==> src/rtl/squash_unit_l2_reg.sv <==
// squash_unit_l2_reg: single-entry holding register for the oldest outstanding
// squash. Captures the arbitrated squash from the L1 chain and offers it to
// fetch with a val/rdy handshake. Age is measured against an in-order commit
// head counter.
module squash_unit_l2_reg #(
  parameter int p_seq_num_bits = 5
) (
  input  logic                      clk,
  input  logic                      rst,
  input  logic                      arb_val,
  input  logic [p_seq_num_bits-1:0] arb_seq_num,
  input  logic [31:0]               arb_target,
  input  logic                      commit_val,
  output logic                      squash_val,
  output logic [p_seq_num_bits-1:0] squash_seq_num,
  output logic [31:0]               squash_target,
  input  logic                      squash_rdy,
  output logic                      pend_older_drop
);

  logic                      pend_val_q, pend_val_d;
  logic [p_seq_num_bits-1:0] pend_seq_q, pend_seq_d;
  logic [31:0]               pend_target_q, pend_target_d;
  logic [p_seq_num_bits-1:0] head_q, head_d;
  logic                      drop_q, drop_d;

  logic [p_seq_num_bits-1:0] arb_age;
  logic [p_seq_num_bits-1:0] pend_age;
  logic                      arb_older;
  logic                      fire;

  // Ages relative to the pre-update head; modular subtraction handles wrap.
  assign arb_age   = arb_seq_num - head_q;
  assign pend_age  = pend_seq_q - head_q;
  assign arb_older = (arb_age < pend_age);
  assign fire      = pend_val_q & squash_rdy;

  // Next-state selection for the pending entry and the drop pulse.
  always_comb begin
    pend_val_d    = pend_val_q;
    pend_seq_d    = pend_seq_q;
    pend_target_d = pend_target_q;
    drop_d        = 1'b0;
    head_d        = head_q + {{(p_seq_num_bits-1){1'b0}}, commit_val};
    if (arb_val) begin
      if (!pend_val_q || arb_older) begin
        // An older squash supersedes the pending one even if it fires now.
        pend_val_d    = 1'b1;
        pend_seq_d    = arb_seq_num;
        pend_target_d = arb_target;
      end else begin
        // Younger/equal arb is already covered by the pending squash.
        drop_d = 1'b1;
        if (fire) pend_val_d = 1'b0;
      end
    end else if (fire) begin
      pend_val_d = 1'b0;
    end
  end

  // State registers with synchronous reset.
  always_ff @(posedge clk) begin
    if (rst) begin
      pend_val_q    <= 1'b0;
      pend_seq_q    <= '0;
      pend_target_q <= '0;
      head_q        <= '0;
      drop_q        <= 1'b0;
    end else begin
      pend_val_q    <= pend_val_d;
      pend_seq_q    <= pend_seq_d;
      pend_target_q <= pend_target_d;
      head_q        <= head_d;
      drop_q        <= drop_d;
    end
  end

  assign squash_val      = pend_val_q;
  assign squash_seq_num  = pend_seq_q;
  assign squash_target   = pend_target_q;
  assign pend_older_drop = drop_q;

endmodule

==> config.mk <==
export PLATFORM = sky130hd
export DESIGN_NAME = squash_unit_l2_reg
export DESIGN_NICKNAME = d
export VERILOG_FILES = /design/src/rtl/squash_unit_l2_reg.sv
export SDC_FILE = /design/constraint.sdc
export NUM_CORES = 1
export LEC_CHECK = 0
export ABC_AREA = 0
export ABC_CLOCK_PERIOD_IN_PS = 3900
export CAP_MARGIN = 20
export CORE_MARGIN = 10
export CORE_UTILIZATION = 32
export CTS_CLUSTER_DIAMETER = 50
export DETAILED_ROUTE_END_ITERATION = 8
export SETUP_SLACK_MARGIN = 0.02
export SYNTH_ARGS = -nofsm -noshare
export SYNTH_HDL_FRONTEND = slang
export SYNTH_SLANG_ARGS = --single-unit
==> constraint.sdc <==
create_clock -name clk -period 3.9 [get_ports clk]
set_input_delay 0.975 -clock clk [delete_from_list [all_inputs] [get_ports clk]]
set_output_delay 0.975 -clock clk [all_outputs]
set_load 0.01 [all_outputs]
==> impl_metrics.env, run 1 <==
export IMPL_rows=30
export IMPL_synthMuxAreaShare_pct=15.95
export IMPL_ios=81
export IMPL_dp_hpwl_mm=4.426
export IMPL_antenna_found_initial=0
export IMPL_crit_fanout=13
export IMPL_min_period_over_period_pct=91.79
export IMPL_cp_cell_sequence="clkdlybuf4s50_1 -> inv_1 -> ha_1 -> inv_1 -> fa_1 -> a21o_1 -> a21oi_1 -> xnor2_1 -> ha_1 -> o21a_1 -> o21ai_1 -> a22oi_2 -> buf_4 -> mux2i_1"
export IMPL_cap_violations=0
export IMPL_wl_per_cell_um=13.96
export IMPL_rsz0062_at_grt="no"
export IMPL_p_per_area_nw_per_um2=467.6
export IMPL_finalWirelength_mm=5.682
export IMPL_die_area_um2=11060
export IMPL_drt_iter0_drc=59
export IMPL_coreArea_um2=6907
export IMPL_hold_buffers=0
export IMPL_crit_buf_inv=4
export IMPL_cts_root_buf="clkbuf_8"
export IMPL_syn_area_per_cell_um2=9.924
export IMPL_clkTransAtPathRegs_ps=80
export IMPL_synth_compound_area_share_pct=5.226
export IMPL_netlist_area_um2=2322
export IMPL_area_growth_pct=41.22
export IMPL_pre_cts_slack_ps=10.29
export IMPL_critPathCaptureType="register"
export IMPL_crit_slowest_cell="clkdlybuf4s50_1"
export IMPL_setup_viol=0
export IMPL_ir_worst_vdd_uv=186.4
export IMPL_cp_required_ps=4120
export IMPL_slew_headroom_pct=61.23
export IMPL_syn_num_nets=292
export IMPL_die_h_um=105.2
export IMPL_die_x_um=105.2
export IMPL_vias_per_cell=4.297
export IMPL_grt_max_degree=45
export IMPL_start_util_pct=33.62
export IMPL_cp_arrival_ps=3800
export IMPL_finalMaxSlewViolations=0
export IMPL_yosysWarningCount=0
export IMPL_yosys_area_share_simple_pct=22.79
export IMPL_hold_viol_final=0
export IMPL_crit_path_max_incr_delay_ps=420
export IMPL_grt_pass1_vias=1828
export IMPL_post_cts_setup_buffer_count=0
export IMPL_ys_types=24
export IMPL_first_pass_iters=4
export IMPL_hold_class="register to register"
export IMPL_leakage_nw=1.325
export IMPL_max_freq_ghz=0.2793
export IMPL_antenna_cells=0
export IMPL_globalRoute_totalOverflow=0
export IMPL_globalplace_congestion=0.7574
export IMPL_grtUsageTotal_pct=10.35
export IMPL_status="completed"
export IMPL_setup_worst_path_start_class="primary input"
export IMPL_synthAdderAreaFrac_pct=9.267
export IMPL_setup_slack_ps=320.1
export IMPL_timing_setup_tns_ps=0
export IMPL_drcViolationCount=0
export IMPL_numCtsBuffers=5
export IMPL_ys_ff_latch=44
export IMPL_drive_gt1_share_pct=4.180
export IMPL_vias=1749
export IMPL_htree_levels=2
export IMPL_numPortBuffers=80
export IMPL_clockBufferDepth=2
export IMPL_synth_xor_area_share_pct=4.149
export IMPL_period_needed_ps=3580
export IMPL_final_nets=369
export IMPL_crit_type="primary input to register"
export IMPL_synth_top_family_by_area="simple AND/OR/NAND/NOR gates"
export IMPL_ctsResizeCount=0
export IMPL_cts_tree="yes"
export IMPL_crit_family="buffers and inverters"
export IMPL_skew_ps=8.266
export IMPL_synth_seq_area_share_pct=37.93
export IMPL_cts_sinks=44
export IMPL_ant_nets=0
export IMPL_grt_first_pass_wirelength_mm=9.370
export IMPL_nFillCells=710
export IMPL_clkLatencyLatePin_ps=290
export IMPL_syn_inst=234
export IMPL_tightest_slew_ps=581.6
-- stage by stage --
step / instances / total power, mW / util (%) / hold slack [ps] / area, um2
4_1_cts: 407 / 1.568 / 47.48 / 481.3 / 3279
6_report: 407 / 1.533 / 47.48 / 476.4 / 3279
3_5_place_dp: 400 / 1.282 / 46.30 / 466.1 / 3198
5_1_grt: 407 / 1.645 / 47.48 / 497.4 / 3279
3_3_place_gp: 400 / 1.273 / 46.30 / 461.5 / 3198
2_1_floorplan: 234 / 0.9990 / - / 495.8 / 2322
-- cells in the mapped netlist --
| cell | n | area share, % |
|---|---|---|
| nand2b_1 | 77 | 21 |
| buf_6 | 3 | 1.5 |
| a31oi_2 | 1 | 0.54 |
| nand3_1 | 2 | 0.43 |
| inv_1 | 9 | 1.5 |
| buf_4 | 1 | 0.32 |
| a21oi_1 | 6 | 1.3 |
| nor2b_1 | 2 | 0.54 |
| xnor2_1 | 7 | 2.6 |
| a21o_1 | 5 | 1.6 |
| ha_1 | 14 | 7.5 |
| o21bai_1 | 1 | 0.32 |
| o21a_1 | 1 | 0.32 |
| a22oi_2 | 1 | 0.54 |
| xor2_1 | 4 | 1.5 |
| nor2_1 | 4 | 0.65 |
| mux2i_1 | 37 | 16 |
| clkbuf_1 | 9 | 1.5 |
| and2_1 | 1 | 0.27 |
| o21ai_1 | 1 | 0.22 |
| a22o_1 | 1 | 0.38 |
| dfxtp_1 | 44 | 38 |
| fa_1 | 2 | 1.7 |
| nand2_1 | 1 | 0.16 |
-- per-layer routing --
metal	share of wire, %	wire (um)	track usage, %
met5	0	0	0
met4	1.8	105	5.000
met3	5.1	287	2.948
met2	50	2830	17.37
met1	43	2458	11.75
-- final cells by class --
| class | count | area, um2 | area share (%) |
|---|---|---|---|
| multi-input combinational | 168 | 1333 | 40.63 |
| timing repair buffer | 83 | 830.8 | 25.33 |
| tap | 96 | 120.1 | 3.663 |
| inverter | 9 | 33.78 | 1.030 |
| sequential | 44 | 880.8 | 26.86 |
| clock inverter | 2 | 12.51 | 0.3815 |
| clock buffer | 5 | 68.82 | 2.098 |
-- where the power goes --
| group | internal (mW) | switching (mW) |
|---|---|---|
| clock | 0.121 | 0.152 |
| sequential | 0.534 | 0.0503 |
| combinational | 0.380 | 0.295 |
| total | 1.04 | 0.497 |
-- tightest hold or removal path: stages (launching register included) --
cell and delay [ps]:
dfxtp_1 320, nand2b_1 60, mux2i_1 60
-- logic make-up (layout without fill, tap and decap cells) --
group	Yosys count	count (layout)
AO/OA/AOI/OAI	17	17
XOR/XNOR	11	11
adder cells (fa/ha/maj)	16	16
buffers and inverters	22	99
flip-flops	44	44
multiplexers	37	37
AND/OR/NAND/NOR	87	87
-- cells in the final DEF, fill, tap and decap left out, drive strengths merged --
cell type / count
nand3: 2
and2: 1
nor2: 4
clkdlybuf4s50: 79
mux2i: 37
nand2: 1
dfxtp: 44
a31oi: 1
xor2: 4
nor2b: 2
a22o: 1
clkbuf: 5
a21oi: 6
a21o: 5
o21ai: 1
clkinvlp: 1
nand2b: 77
o21bai: 1
fa: 2
clkinv: 1
xnor2: 7
inv: 9
buf: 4
ha: 14
o21a: 1
a22oi: 1
-- flip-flops by register name, indices dropped and copies added, names as in the netlist --
register         flops
squash_target       32
head_q               5
squash_seq_num       5
pend_older_drop      1
squash_val           1
-- path summary, 6_finish.rpt --
check                                  from  slack [ps]                              to  depth (start not counted)
max                          arb_seq_num[0]         320  squash_seq_num[0]$_SDFFE_PP0P_                         14
min          squash_target[31]$_SDFFE_PP0P_         480  squash_target[31]$_SDFFE_PP0P_                          2
max reg2reg  squash_seq_num[0]$_SDFFE_PP0P_        1030  squash_seq_num[0]$_SDFFE_PP0P_                         13
min reg2reg  squash_target[31]$_SDFFE_PP0P_         480  squash_target[31]$_SDFFE_PP0P_                          2
Power figures use the tool's default switching activity.
==> run 2, diff against run 1 <==
Settings changed: SKIP_CTS_REPAIR_TIMING set to 1.
==> results of run 2 <==
Final layout, timing and power as in run 1 (identical DEF).
